<file path="src/rtl/vtg_pkg.sv">
// Shared raster timing sets, pattern-select encoding and bar colour table
// for the video timing generator.
package vtg_pkg;

    // 640x480 @ 60 Hz
    localparam int VGA_H_ACTIVE = 640;
    localparam int VGA_H_FP     = 16;
    localparam int VGA_H_SYNC   = 96;
    localparam int VGA_H_BP     = 48;
    localparam int VGA_V_ACTIVE = 480;
    localparam int VGA_V_FP     = 10;
    localparam int VGA_V_SYNC   = 2;
    localparam int VGA_V_BP     = 33;

    // 1280x720 @ 60 Hz
    localparam int HD_H_ACTIVE  = 1280;
    localparam int HD_H_FP      = 110;
    localparam int HD_H_SYNC    = 40;
    localparam int HD_H_BP      = 220;
    localparam int HD_V_ACTIVE  = 720;
    localparam int HD_V_FP      = 5;
    localparam int HD_V_SYNC    = 5;
    localparam int HD_V_BP      = 20;

    localparam int VTG_CNT_W    = 12;

    typedef enum logic [1:0] {
        PAT_BARS  = 2'd0,
        PAT_WHITE = 2'd1,
        PAT_GRID  = 2'd2,
        PAT_RAMP  = 2'd3
    } pattern_t;

    // Index 0 (leftmost bar) is the least significant entry: white, yellow,
    // cyan, green, magenta, red, blue, black.
    localparam logic [7:0][23:0] BAR_COLORS = {
        24'h000000, 24'h0000FF, 24'hFF0000, 24'hFF00FF,
        24'h00FF00, 24'h00FFFF, 24'hFFFF00, 24'hFFFFFF
    };

endpackage

</file>
<file path="src/rtl/vtg_pattern.sv">
// Test-pattern generator: maps the current raster position and pattern
// select to an RGB word. Colour-bar position is tracked by a counter.
module vtg_pattern
    import vtg_pkg::*;
#(
    parameter int H_ACTIVE = VGA_H_ACTIVE,
    parameter int CNT_W    = VTG_CNT_W
) (
    input  logic        pixclk,
    input  logic        reset,
    input  logic        i_en,
    input  logic        i_line_start,
    input  logic [7:0]  i_x,
    input  logic [2:0]  i_y,
    input  logic [1:0]  i_pattern,
    output logic [23:0] o_rgb
);

    localparam int BAR_W = H_ACTIVE / 8;
    localparam logic [CNT_W-1:0] BAR_LAST = CNT_W'(BAR_W - 1);

    logic [CNT_W-1:0] bar_sub_reg;
    logic [CNT_W-1:0] bar_sub;
    logic [2:0]       bar_idx_reg;
    logic [2:0]       bar_idx;

    // Column 0 forces a fresh bar so the registered state never lags a line.
    always_comb begin
        bar_sub = i_line_start ? '0 : bar_sub_reg;
        bar_idx = i_line_start ? 3'd0 : bar_idx_reg;
    end

    always_ff @(posedge pixclk or posedge reset) begin
        if (reset) begin
            bar_sub_reg <= '0;
            bar_idx_reg <= 3'd0;
        end else if (!i_en) begin
            bar_sub_reg <= '0;
            bar_idx_reg <= 3'd0;
        end else if (bar_sub == BAR_LAST) begin
            bar_sub_reg <= '0;
            bar_idx_reg <= (bar_idx == 3'd7) ? bar_idx : bar_idx + 3'd1;
        end else begin
            bar_sub_reg <= bar_sub + 1'b1;
            bar_idx_reg <= bar_idx;
        end
    end

    always_comb begin
        o_rgb = 24'h000000;
        case (pattern_t'(i_pattern))
            PAT_BARS:  o_rgb = BAR_COLORS[bar_idx];
            PAT_WHITE: o_rgb = 24'hFFFFFF;
            PAT_GRID:  o_rgb = (i_x[2:0] == 3'd0 || i_y == 3'd0) ? 24'hFFFFFF : 24'h000000;
            PAT_RAMP:  o_rgb = {3{i_x}};
            default:   o_rgb = 24'h000000;
        endcase
    end

endmodule

</file>
<file path="src/rtl/video_timing_gen.sv">
// Raster timing generator: DE/HSYNC/VSYNC, pixel coordinates, line/frame
// pulses and test-pattern RGB, all registered once from the counter decode.
module video_timing_gen
    import vtg_pkg::*;
#(
    parameter int   H_ACTIVE = VGA_H_ACTIVE,
    parameter int   H_FP     = VGA_H_FP,
    parameter int   H_SYNC   = VGA_H_SYNC,
    parameter int   H_BP     = VGA_H_BP,
    parameter int   V_ACTIVE = VGA_V_ACTIVE,
    parameter int   V_FP     = VGA_V_FP,
    parameter int   V_SYNC   = VGA_V_SYNC,
    parameter int   V_BP     = VGA_V_BP,
    parameter logic H_POL    = 1'b0,
    parameter logic V_POL    = 1'b0,
    parameter int   CNT_W    = VTG_CNT_W
) (
    input  logic             pixclk,
    input  logic             reset,
    input  logic             i_en,
    input  logic [1:0]       i_pattern,
    output logic             o_de,
    output logic             o_hsync,
    output logic             o_vsync,
    output logic [1:0]       o_ctrl,
    output logic [CNT_W-1:0] o_x,
    output logic [CNT_W-1:0] o_y,
    output logic             o_frame_start,
    output logic             o_line_start,
    output logic [7:0]       o_red,
    output logic [7:0]       o_green,
    output logic [7:0]       o_blue
);

    localparam int H_TOTAL = H_ACTIVE + H_FP + H_SYNC + H_BP;
    localparam int V_TOTAL = V_ACTIVE + V_FP + V_SYNC + V_BP;

    localparam logic [CNT_W-1:0] H_ACT_C  = CNT_W'(H_ACTIVE);
    localparam logic [CNT_W-1:0] H_HS_BEG = CNT_W'(H_ACTIVE + H_FP);
    localparam logic [CNT_W-1:0] H_HS_END = CNT_W'(H_ACTIVE + H_FP + H_SYNC);
    localparam logic [CNT_W-1:0] H_LAST   = CNT_W'(H_TOTAL - 1);
    localparam logic [CNT_W-1:0] V_ACT_C  = CNT_W'(V_ACTIVE);
    localparam logic [CNT_W-1:0] V_VS_BEG = CNT_W'(V_ACTIVE + V_FP);
    localparam logic [CNT_W-1:0] V_VS_END = CNT_W'(V_ACTIVE + V_FP + V_SYNC);
    localparam logic [CNT_W-1:0] V_LAST   = CNT_W'(V_TOTAL - 1);

    logic [CNT_W-1:0] h_cnt_reg;
    logic [CNT_W-1:0] v_cnt_reg;
    logic             de_reg;
    logic             hsync_reg;
    logic             vsync_reg;
    logic [CNT_W-1:0] x_reg;
    logic [CNT_W-1:0] y_reg;
    logic             frame_start_reg;
    logic             line_start_reg;
    logic [23:0]      rgb_reg;

    logic        active;
    logic        hs_on;
    logic        vs_on;
    logic        line_start;
    logic        frame_start;
    logic [23:0] pat_rgb;

    always_comb begin
        active      = (h_cnt_reg < H_ACT_C) && (v_cnt_reg < V_ACT_C);
        hs_on       = (h_cnt_reg >= H_HS_BEG) && (h_cnt_reg < H_HS_END);
        vs_on       = (v_cnt_reg >= V_VS_BEG) && (v_cnt_reg < V_VS_END);
        line_start  = (h_cnt_reg == '0);
        frame_start = line_start && (v_cnt_reg == '0);
    end

    vtg_pattern #(
        .H_ACTIVE (H_ACTIVE),
        .CNT_W    (CNT_W)
    ) u_pattern (
        .pixclk       (pixclk),
        .reset        (reset),
        .i_en         (i_en),
        .i_line_start (line_start),
        .i_x          (h_cnt_reg[7:0]),
        .i_y          (v_cnt_reg[2:0]),
        .i_pattern    (i_pattern),
        .o_rgb        (pat_rgb)
    );

    // Disable behaves exactly like reset so a re-enable always starts at (0,0).
    always_ff @(posedge pixclk or posedge reset) begin
        if (reset) begin
            h_cnt_reg       <= '0;
            v_cnt_reg       <= '0;
            de_reg          <= 1'b0;
            hsync_reg       <= ~H_POL;
            vsync_reg       <= ~V_POL;
            x_reg           <= '0;
            y_reg           <= '0;
            frame_start_reg <= 1'b0;
            line_start_reg  <= 1'b0;
            rgb_reg         <= 24'h000000;
        end else if (!i_en) begin
            h_cnt_reg       <= '0;
            v_cnt_reg       <= '0;
            de_reg          <= 1'b0;
            hsync_reg       <= ~H_POL;
            vsync_reg       <= ~V_POL;
            x_reg           <= '0;
            y_reg           <= '0;
            frame_start_reg <= 1'b0;
            line_start_reg  <= 1'b0;
            rgb_reg         <= 24'h000000;
        end else begin
            if (h_cnt_reg == H_LAST) begin
                h_cnt_reg <= '0;
                v_cnt_reg <= (v_cnt_reg == V_LAST) ? '0 : v_cnt_reg + 1'b1;
            end else begin
                h_cnt_reg <= h_cnt_reg + 1'b1;
            end
            de_reg          <= active;
            hsync_reg       <= hs_on ? H_POL : ~H_POL;
            vsync_reg       <= vs_on ? V_POL : ~V_POL;
            x_reg           <= h_cnt_reg;
            y_reg           <= v_cnt_reg;
            frame_start_reg <= frame_start;
            line_start_reg  <= line_start;
            rgb_reg         <= active ? pat_rgb : 24'h000000;
        end
    end

    assign o_de          = de_reg;
    assign o_hsync       = hsync_reg;
    assign o_vsync       = vsync_reg;
    assign o_ctrl        = {vsync_reg, hsync_reg};
    assign o_x           = x_reg;
    assign o_y           = y_reg;
    assign o_frame_start = frame_start_reg;
    assign o_line_start  = line_start_reg;
    assign o_red         = rgb_reg[23:16];
    assign o_green       = rgb_reg[15:8];
    assign o_blue        = rgb_reg[7:0];

endmodule

</file>
<file path="config.mk">
export PLATFORM = sky130hd
export DESIGN_NAME = video_timing_gen
export DESIGN_NICKNAME = d
export VERILOG_FILES = /design/src/rtl/vtg_pkg.sv /design/src/rtl/vtg_pattern.sv /design/src/rtl/video_timing_gen.sv
export SDC_FILE = /design/constraint.sdc
export NUM_CORES = 1
export LEC_CHECK = 0
export CAP_MARGIN = 25
export CORE_UTILIZATION = 25
export CTS_CLUSTER_DIAMETER = 60
export DETAILED_ROUTE_END_ITERATION = 8
export HOLD_SLACK_MARGIN = 0.03
export SLEW_MARGIN = 20
export SYNTH_ARGS = -nofsm -noshare
export SYNTH_HDL_FRONTEND = slang
export SYNTH_SLANG_ARGS = --single-unit
</file>
<file path="constraint.sdc">
create_clock -name pixclk -period 3.43 [get_ports pixclk]
set_input_delay 0.5145 -clock pixclk [delete_from_list [all_inputs] [get_ports pixclk]]
set_output_delay 0.5145 -clock pixclk [all_outputs]
set_load 0.005 [all_outputs]
</file>
==> results by group <==
GRT
  – GRT overflow: 0
  – Largest net degree at the start of global routing: 59
  – GRT Total Usage: 11.6%
  – Vias in the first global route: 2983
  – Antenna violations before repair: 0
  – First-pass GRT wire length: 15400 µm

Detailed routing
  – WL/cell: 13.6 µm
  – Post-route ant nets: 0
  – Residual DRC count: 0
  – Routed vias: 3011
  – Pre-antenna DRT Iters: 4
  – Drt initial violations: 215
  – DR vias/cell: 4.58
  – Final wirelength: 8960 µm

CTS
  – Hold buffer count at CTS: 0
  – H-tree depth: 3
  – Post-cts resize count: 0
  – Clock-pin slew on the worst setup and hold paths: 60 ps
  – Worst-skew pair later-pin latency: 340 ps
  – Bufs on Longest Clock Path: 2
  – Number of CTS-inserted buffers: 9
  – Root buffer cell: clkbuf_16
  – TritonCTS clock tree: yes
  – Clock sink count: 92
  – Setup bufs post-CTS: 0

Cells and area
  – Area delta synth->final: 26.3%
  – Non-Filler Instances: 658
  – Max FFs per register: 24
  – Layout cells sized above 1: 7.47%
  – Commonest non-fill, non-tap cell in the layout: dfrtp_1
  – Fillers: 1676
  – Most frequent cells in the layout: 90 x dfrtp_1, 59 x clkdlybuf4s50_1, 39 x a21oi_1, 37 x nor2_1, 23 x and2_1
  – ANT cells: 0
  – Layout Nets: 448

Placement
  – HPWL Detailed: 6200 µm
  – Placed cell count: 642
  – GPL Wtd Cong: 0.825
  – IO buf count: 59

Worst setup path
  – Arrival @ worst endpoint: 2990 ps
  – Crit Path Class: flip-flop to flip-flop
  – Critical path endpoint: u_pattern.bar_sub_reg[5]
  – CP Data Required Time: 3690 ps
  – R2r setup slk: 700 ps
  – Crit end category: flip-flop
  – Critical R2R Capture: u_pattern.bar_sub_reg[5]
  – CP max FO: 11
  – Critical path origin: h_cnt_reg[0]
  – Reg2Reg Launch Point: h_cnt_reg[0]
  – Startpoint Class: flip-flop
  – Reg2Reg Depth: 10

STA
  – Hold Fails Final Rpt: 0
  – Worst clock skew: 5.01 ps
  – Setup TNS: 0 ps
  – Slew @ Worst Pin: 775 ps
  – Final Max Tran Viols: 0
  – Period minus WS final: 2730 ps
  – Fin crit share: 79.6%
  – RSZ-0062 raised after global routing: false
  – Max_slew headroom: 48.3%
  – Final setup violation count: 0
  – FMAX: 366 MHz

Die
  – Total Die Area: 17000 µm²
  – Chip Height: 130 µm
  – # rows: 46
  – Floorplan Core Area: 16000 µm²
  – Initial core utilization: 25.7%
  – Floorplan die width: 130 µm
  – Number of placed I/O pins: 60

Synthesis
  – Synthesis Warnings: 0
  – Syn nets: 398
  – Syn Area/Cell: 10.6 µm²
  – Share of the synthesized area in the top cell type: 54.8%
  – Cell area after synthesis: 4110 µm²
  – Ranking of synthesized cells by area: dfrtp_1 55%, a21oi_1 4.7%, and2_1 3.5%, nor2_1 3.4%, nand3_1 2.2%
  – Post-synth ARST share: 100%
  – Cells after Synth: 387
  – EDFF count, synth: 0
  – Post-synth top flop: dfrtp_1
  – Largest area contributor in the netlist: dfrtp_1
  – Register area share after synthesis: 56.0%
  – Unique masters post-synth: 57
  – Synthesized flop and latch total: 92

Power and ir drop
  – Power density cells: 461 nW/µm²
  – P_leak: 2.17 nW
  – Peak supply drop: 0.185 mV

Flow run
  – Max cap viols: 0

Outcome
  – Status: finished clean

Min path
  – Worst min path class: flip-flop to flip-flop
## final cells by class
type                    instances  area, µm²  area share (%)
clock buffers                  11        243            4.67
repair buffers                 61        618            11.9
clock inverters                 5       60.1            1.16
flip-flops and latches         92       2300            44.4
well taps                     216        270            5.20
multi-input cells             260       1650            31.7
inverters                      13       50.0           0.964
## cell usage after synthesis (10+ instances only)
cell	count
dfrtp_1	90
a21oi_1	39
nor2_1	37
and2_1	23
nand3_1	18
nand2_1	16
inv_1	12
clkbuf_1	11
nor3_1	11
nand2b_1	10
nand4_1	10
xnor2_1	10
## worst min path at each step
stage | depth (start not counted) | endpoint | startpoint
after floorplan | 1 | h_cnt_reg[0] | h_cnt_reg[0]
after global placement | 1 | h_cnt_reg[0] | h_cnt_reg[0]
after detailed placement | 1 | h_cnt_reg[0] | h_cnt_reg[0]
after CTS | 1 | h_cnt_reg[0] | h_cnt_reg[0]
after global routing | 1 | h_cnt_reg[0] | h_cnt_reg[0]
final | 1 | h_cnt_reg[0] | h_cnt_reg[0]
## kinds of logic (layout without fill, tap and decap cells)
family / count (synthesis) / after routing / synth area share, %
XOR/XNOR: 19 / 19 / 4.05
multiplexers: 1 / 1 / 0.243
AND/OR/NAND/NOR: 160 / 160 / 22.5
AO/OA/AOI/OAI: 74 / 74 / 11.4
buffers and inverters: 35 / 90 / 3.92
adder cells (fa/ha/maj): 6 / 6 / 1.83
flip-flops: 92 / 92 / 56.0
## stage by stage
step	instance area [µm²]	worst slack, ps	hold slack, ps	utilization (%)	power, mW
2_1_floorplan	4110	527	468	-	1.30
6_report	5190	701	506	32.5	2.39
3_3_place_gp	4890	868	482	30.6	1.42
5_1_grt	5190	402	550	32.5	2.50
4_1_cts	5190	718	509	32.5	2.43
3_5_place_dp	4890	737	503	30.6	1.43
## critical path, stage by stage (launching register included)
cell and delay [ps]:
dfrtp_1 420, inv_1 120, ha_1 180, nor4b_4 230, nand3_1 360, and2_1 310
ha_1 230, nand3_1 220, nor3_1 130, nand3b_2 300, nor2_1 160
## layer usage
layer	global-route usage [%]	up-vias	part of all wire (%)
li1	-	1456	-
met1	14.8	1460	45
met2	18.7	84	49
met3	2.01	11	5.0
met4	5.88	0	1.7
met5	0	-	0
## power by group
group	switching (mW)	internal (mW)	total, mW	leakage (nW)
logic	0.126	0.116	0.242	0.781
clock network	0.404	0.587	0.991	0.146
registers	0.0268	1.13	1.16	1.24
Note: power is estimated with default switching activity, not from simulation.
